[src/rtl/wbfifo_pkg.sv]
//------------------------------------------------------------------------------
// Module   : wbfifo_pkg
// Purpose  : Register map, bit positions and status packing for wbfifo_responder
// Revision : 1.0
//------------------------------------------------------------------------------
`default_nettype none

package wbfifo_pkg;

  localparam logic [1:0] ADDR_DATA   = 2'd0;
  localparam logic [1:0] ADDR_STAT   = 2'd1;
  localparam logic [1:0] ADDR_CTRL   = 2'd2;
  localparam logic [1:0] ADDR_THRESH = 2'd3;

  localparam int STAT_EMPTY_BIT = 16;
  localparam int STAT_FULL_BIT  = 17;
  localparam int STAT_OVF_BIT   = 18;
  localparam int STAT_UDF_BIT   = 19;

  localparam int CTRL_FLUSH_BIT = 0;
  localparam int CTRL_CLR_BIT   = 1;

  localparam int THRESH_RST = 1;

  function automatic logic [31:0] pack_status(
    input logic [15:0] fill,
    input logic        empty,
    input logic        full,
    input logic        ovf,
    input logic        udf
  );
    logic [31:0] s;
    s                 = '0;
    s[15:0]           = fill;
    s[STAT_EMPTY_BIT] = empty;
    s[STAT_FULL_BIT]  = full;
    s[STAT_OVF_BIT]   = ovf;
    s[STAT_UDF_BIT]   = udf;
    return s;
  endfunction

endpackage

`default_nettype wire

[src/rtl/sfifo_core.sv]
//------------------------------------------------------------------------------
// Module   : sfifo_core
// Purpose  : Single-clock circular word buffer with push/pop/flush and fill count
// Revision : 1.0
//------------------------------------------------------------------------------
`default_nettype none

module sfifo_core #(
  parameter int DW     = 32,
  parameter int LGFLEN = 5
) (
  input  logic              i_clk,
  input  logic              i_rst_n,
  input  logic              i_push,
  input  logic              i_pop,
  input  logic              i_flush,
  input  logic [DW-1:0]     i_wdata,
  output logic [DW-1:0]     o_rdata,
  output logic [LGFLEN:0]   o_count,
  output logic [LGFLEN:0]   o_count_next,
  output logic              o_full,
  output logic              o_empty
);

  localparam int              DEPTH  = 1 << LGFLEN;
  localparam logic [LGFLEN:0] C_FULL = (LGFLEN+1)'(DEPTH);

  logic [DW-1:0]     r_mem [DEPTH];
  logic [LGFLEN-1:0] r_wr_ptr;
  logic [LGFLEN-1:0] r_rd_ptr;
  logic [LGFLEN:0]   r_count;
  logic [LGFLEN:0]   w_count_next;
  logic              w_do_push;
  logic              w_do_pop;

  assign o_full    = (r_count == C_FULL);
  assign o_empty   = (r_count == '0);
  assign w_do_push = i_push && !o_full && !i_flush;
  assign w_do_pop  = i_pop && !o_empty && !i_flush;

  always_comb begin
    w_count_next = r_count;
    if (i_flush)
      w_count_next = '0;
    else if (w_do_push)
      w_count_next = r_count + 1'b1;
    else if (w_do_pop)
      w_count_next = r_count - 1'b1;
  end

  // Pointers are LGFLEN bits wide, so wrap-around is the natural overflow.
  always_ff @(posedge i_clk or negedge i_rst_n) begin
    if (!i_rst_n) begin
      r_wr_ptr <= '0;
      r_rd_ptr <= '0;
      r_count  <= '0;
    end else begin
      r_count <= w_count_next;
      if (i_flush) begin
        r_wr_ptr <= '0;
        r_rd_ptr <= '0;
      end else begin
        if (w_do_push)
          r_wr_ptr <= r_wr_ptr + 1'b1;
        if (w_do_pop)
          r_rd_ptr <= r_rd_ptr + 1'b1;
      end
    end
  end

  always_ff @(posedge i_clk) begin
    if (w_do_push)
      r_mem[r_wr_ptr] <= i_wdata;
  end

  assign o_rdata      = r_mem[r_rd_ptr];
  assign o_count      = r_count;
  assign o_count_next = w_count_next;

endmodule

`default_nettype wire

[src/rtl/wbfifo_responder.sv]
//------------------------------------------------------------------------------
// Module   : wbfifo_responder
// Purpose  : Pipelined Wishbone responder fronting a word FIFO with level IRQ.
//            Define WBFIFO_ERR_EN to answer full-write/empty-read with err.
// Revision : 1.0
//------------------------------------------------------------------------------
`default_nettype none

module wbfifo_responder
  import wbfifo_pkg::*;
#(
  parameter int DW     = 32,
  parameter int LGFLEN = 5
) (
  input  logic          i_clk,
  input  logic          i_rst_n,
  input  logic          i_swb_cyc,
  input  logic          i_swb_stb,
  input  logic          i_swb_we,
  input  logic [1:0]    i_swb_addr,
  input  logic [DW-1:0] i_swb_data,
  output logic          o_swb_ack,
  output logic          o_swb_stall,
  output logic          o_swb_err,
  output logic [DW-1:0] o_swb_data,
  output logic          o_interrupt
);

  logic [DW-1:0]   w_fifo_rdata;
  logic [LGFLEN:0] w_count;
  logic [LGFLEN:0] w_count_next;
  logic            w_full;
  logic            w_empty;

  logic            w_req;
  logic            w_is_data;
  logic            w_blocked;
  logic            w_stall;
  logic            w_bad;
  logic            w_sticky_set;
  logic            w_accept;
  logic            w_push;
  logic            w_pop;
  logic            w_ctrl_wr;
  logic            w_flush;
  logic            w_clear;
  logic            w_thresh_wr;
  logic [LGFLEN:0] w_thresh_next;
  logic [DW-1:0]   w_rd_word;

  logic            r_ack;
  logic            r_ovf;
  logic            r_udf;
  logic            r_irq;
  logic [LGFLEN:0] r_thresh;
  logic [DW-1:0]   r_data;

  assign w_req     = i_swb_cyc && i_swb_stb;
  assign w_is_data = (i_swb_addr == ADDR_DATA);
  assign w_blocked = w_is_data && (i_swb_we ? w_full : w_empty);

`ifdef WBFIFO_ERR_EN
  logic r_err;

  assign w_stall      = 1'b0;
  assign w_bad        = w_req && w_blocked;
  assign w_sticky_set = w_bad;

  always_ff @(posedge i_clk or negedge i_rst_n) begin
    if (!i_rst_n)
      r_err <= 1'b0;
    else
      r_err <= w_bad;
  end

  assign o_swb_err = r_err && i_swb_cyc;
`else
  assign w_stall      = i_swb_stb && w_blocked;
  assign w_bad        = 1'b0;
  assign w_sticky_set = w_req && w_stall;
  assign o_swb_err    = 1'b0;
`endif

  assign w_accept    = w_req && !w_stall;
  assign w_push      = w_accept && i_swb_we && w_is_data && !w_bad;
  assign w_pop       = w_accept && !i_swb_we && w_is_data && !w_bad;
  assign w_ctrl_wr   = w_accept && i_swb_we && (i_swb_addr == ADDR_CTRL);
  assign w_flush     = w_ctrl_wr && i_swb_data[CTRL_FLUSH_BIT];
  assign w_clear     = w_ctrl_wr && i_swb_data[CTRL_CLR_BIT];
  assign w_thresh_wr = w_accept && i_swb_we && (i_swb_addr == ADDR_THRESH);

  assign w_thresh_next = w_thresh_wr ? i_swb_data[LGFLEN:0] : r_thresh;

  sfifo_core #(
    .DW     (DW),
    .LGFLEN (LGFLEN)
  ) u_fifo (
    .i_clk        (i_clk),
    .i_rst_n      (i_rst_n),
    .i_push       (w_push),
    .i_pop        (w_pop),
    .i_flush      (w_flush),
    .i_wdata      (i_swb_data),
    .o_rdata      (w_fifo_rdata),
    .o_count      (w_count),
    .o_count_next (w_count_next),
    .o_full       (w_full),
    .o_empty      (w_empty)
  );

  always_comb begin
    w_rd_word = '0;
    case (i_swb_addr)
      ADDR_DATA:   w_rd_word = w_bad ? '0 : w_fifo_rdata;
      ADDR_STAT:   w_rd_word = DW'(pack_status(16'(w_count), w_empty, w_full, r_ovf, r_udf));
      ADDR_THRESH: w_rd_word = DW'(r_thresh);
      default:     w_rd_word = '0;
    endcase
  end

  // Set wins over clear so a stall in the clearing cycle is never lost.
  always_ff @(posedge i_clk or negedge i_rst_n) begin
    if (!i_rst_n) begin
      r_ack    <= 1'b0;
      r_data   <= '0;
      r_ovf    <= 1'b0;
      r_udf    <= 1'b0;
      r_irq    <= 1'b0;
      r_thresh <= (LGFLEN+1)'(THRESH_RST);
    end else begin
      r_ack    <= w_accept && !w_bad;
      r_data   <= (w_accept && !i_swb_we) ? w_rd_word : '0;
      r_thresh <= w_thresh_next;
      r_irq    <= (w_count_next >= w_thresh_next) && (w_thresh_next != '0);
      if (w_clear) begin
        r_ovf <= 1'b0;
        r_udf <= 1'b0;
      end
      if (w_sticky_set && i_swb_we)
        r_ovf <= 1'b1;
      if (w_sticky_set && !i_swb_we)
        r_udf <= 1'b1;
    end
  end

  // A master that drops cyc before the response gets no ack.
  assign o_swb_ack   = r_ack && i_swb_cyc;
  assign o_swb_stall = w_stall;
  assign o_swb_data  = r_data;
  assign o_interrupt = r_irq;

endmodule

`default_nettype wire

[config.mk]
export PLATFORM = sky130hd
export DESIGN_NAME = wbfifo_responder
export DESIGN_NICKNAME = d
export VERILOG_FILES = /design/src/rtl/wbfifo_pkg.sv /design/src/rtl/sfifo_core.sv /design/src/rtl/wbfifo_responder.sv
export SDC_FILE = /design/constraint.sdc
export NUM_CORES = 1
export LEC_CHECK = 0
export ABC_AREA = 0
export BUFFER_PORTS_ARGS = -buffer_cell sky130_fd_sc_hd__clkbuf_2
export CORE_AREA = 2 2 292 294
export CTS_CLUSTER_SIZE = 20
export DETAILED_ROUTE_END_ITERATION = 12
export DIE_AREA = 0 0 294 296
export MAX_ROUTING_LAYER = met4
export PLACE_DENSITY = 0.78
export SYNTH_ARGS = -nofsm -noshare
export SYNTH_HDL_FRONTEND = slang
export SYNTH_HIERARCHICAL = 1
export SYNTH_SLANG_ARGS = --single-unit
[constraint.sdc]
create_clock -name i_clk -period 7.7 [get_ports i_clk]
set_clock_uncertainty 0.2 [all_clocks]
set_input_delay 2.31 -clock i_clk [delete_from_list [all_inputs] [get_ports i_clk]]
set_output_delay 2.31 -clock i_clk [all_outputs]
set_load 0.1 [all_outputs]
==> impl_metrics.csv <==
group,metric,value,unit
synthesis,yosysWarningCount,6,
cts,ctsResizeCount,0,
global_route,grt_pass1_wl,144,mm
placement,place_area,43700,um2
sta,setup_ws,1.48,ns
sta,period_minus_slack,6.22,ns
cells_and_area,layout_common_cells,"edfxtp_1, mux2i_1, mux4_2, clkbuf_16, clkbuf_2",
cts,ctsRootBufferMaster,"clkbuf_16",
cts,htree_levels,3,
die,rows,107,
cells_and_area,final_area,46900,um2
cts,post_cts_buffers,0,
power,powerDensity,303,nW/um2
cts,clk_pin_slew_worst_paths,0.06,ns
global_route,antenna_found_initial,2,
placement,port-buffer-count,73,
hold_path,worstHoldPathType,"register to register",
cts,numCtsBuffers,102,
die,pin_count,75,
synthesis,yosysSeqAreaShare,0.772,
global_route,overflow,0,
die,start_util,0.495,
power,p_leak,15.0,nW
placement,dp_worst_setup_slack,1.48,ns
cells_and_area,num-fill-cells,5999,
sta,timing.final.crit_share,0.808,
cts,cts_tree,"yes",
routing,postRouteAntennaNets,0,
placement,dp_hpwl,59.3,mm
die,die_height,296,um
sta,drv_slew,0,
cells_and_area,area_delta_synth_final,12.4,%
routing,vias_per_cell,6.36,
sta,setup_viol,0,
routing,wl,99.7,mm
synthesis,ys_ff_latch,1082,
cts,ctsLongestPathBuffers,3,
sta,worst_pin_slew,1.10,ns
cts,cts_sinks,1082,
cells_and_area,layout_commonest_cell,"edfxtp_1",
cts,postCtsHoldBufs,0,
cts,clkLatencyLatePin,0.68,ns
global_route,grt_use_total,0.237,
routing,drt_iter0_drc,2397,
synthesis,syn_area,41700,um2
run_status,status,"finished clean",
synthesis,synth_ff_type,"edfxtp_1",
routing,post_drt_wl_per_cell,29.7,um
synthesis,netlist-cell-type-count,55,
routing,dr.pass1.iters,5,
synthesis,syn_area_per_cell,20.2,um2
setup_path,cp-end-kind,"primary output",
setup_path,path_class,"input pin to primary output",
routing,route.detailed.drc,0,
sta,hold_viol,0,
die,core_area,84200,um2
synthesis,synth_edf_count,1024,
sta,final.setup.tns,0,ns
synthesis,synthCells,2068,
cells_and_area,drive_above_1_share,0.219,
placement,routabilityCongestion,0.887,
power,ir_worst_vdd,0.240,mV
die,fp.dieW,294,um
synthesis,ys_async_sr_fraction,0.0536,
die,die_area,87000,um2
sta,max_freq,161,MHz
synthesis,synth_nets,2121,
job,maxCapViolCount,0,
cells_and_area,fin_util,0.557,
setup_path,arrival,3.71,ns
cells_and_area,final_nets,2236,
routing,via_count,21318,
setup_path,startpoint_type,"input pin",
sta,slew-limit-headroom,0.267,
sta,rsz0062_at_grt,"no",
global_route,first_global_vias,21232,
setup_path,crit_fanout,20,
setup_path,crit_required,5.19,ns
global_route,grt_max_degree,103,
stage by stage:
step	hold slack [ns]	power (mW)	cells
floorplan	0.256	8.65	2068
global placement	0.283	9.42	3169
detailed placement	0.282	9.47	3169
CTS	0.297	14.2	3351
global route	0.311	14.6	3352
finish	0.298	14.2	3353
synth_stat cells (all sizes together), types with 2 or more instances:
master  number  area (um2)
or3b         2        17.5
nor4b        2        38.8
or3          5        31.3
a22oi       63         473
nor3        10        55.1
clkbuf      64         240
o221ai      32         280
dfrtp       57        1430
o21ai       40         200
inv         14        52.6
nand3        7        35.0
o22ai       33         206
mux2i      212        2120
a21oi       36         184
mux2         6        71.3
xnor2        3        26.3
a221oi      32         280
ha          14         175
nor2b        6        37.5
o211ai       7        52.6
a211oi      36         275
edfxtp    1024       30700
mux4       159        3580
nor3b        4        30.0
buf         62         357
xor2         3        26.3
nand3b       5        37.5
and2        26         163
a31oi        8        50.1
or4          3        22.5
nand2       15        56.3
nor2        65         244
state kept, by name (all words and copies together) (netlist names):
register         count
r_ovf                1
u_fifo/r_mem      1024
u_fifo/r_wr_ptr      5
r_ack                1
r_udf                1
u_fifo/o_count       6
o_interrupt          1
o_swb_data          32
u_fifo/r_rd_ptr      5
r_thresh             6
final cells by class:
type                            count  area, um2  area share
Sequential cell                  1082      32200       0.687
Inverter                           14       52.6     0.00112
Antenna cell                        2       5.00    0.000107
Tap cell                         1090       1360      0.0291
Multi-Input combinational cell    846       9150       0.195
Clock buffer                      120       2640      0.0563
Timing Repair Buffer              137        923      0.0197
Clock inverter                     62        541      0.0115
worst max-delay path: stages:
cell and delay (ns):
clkbuf_2 0.31, nor4b_2 0.54, clkbuf_2 0.54
cells by family after synthesis:
| kind of cell | share of synthesized area |
|---|---|
| AO/OA/AOI/OAI | 0.0488 |
| XOR/XNOR | 0.00126 |
| adder cells (fa/ha/maj) | 0.00420 |
| buffers and inverters | 0.0156 |
| flip-flops | 0.772 |
| multiplexers | 0.138 |
| other | 0.0000899 |
| AND/OR/NAND/NOR | 0.0197 |
power by group:
part           switching (mW)  internal [mW]  leakage (nW)
combinational            1.55           1.16          3.42
sequential              0.173           6.50          9.97
clock                    2.13           2.69          1.56
final timing paths:
check | slack (ns) | depth (start not counted) | start | end
min reg2reg | 0.30 | 1 | r_udf | r_udf
min in group asynchronous | 1.55 | 1 | i_rst_n | o_swb_data[23]
max reg2reg | 3.30 | 9 | u_fifo/r_rd_ptr[0] | o_swb_data[2]
max | 1.48 | 3 | i_swb_addr[0] | o_swb_stall
min | 0.30 | 1 | r_udf | r_udf
max in group asynchronous | 5.04 | 1 | i_rst_n | u_fifo/r_rd_ptr[1]
layer usage:
metal / GRT usage / wire [um]
met2: 0.359 / 47500
met5: - / 0
met3: 0.0768 / 12000
met4: 0.0657 / 2480
met1: 0.312 / 37700
(Power assumes the default switching activity.)
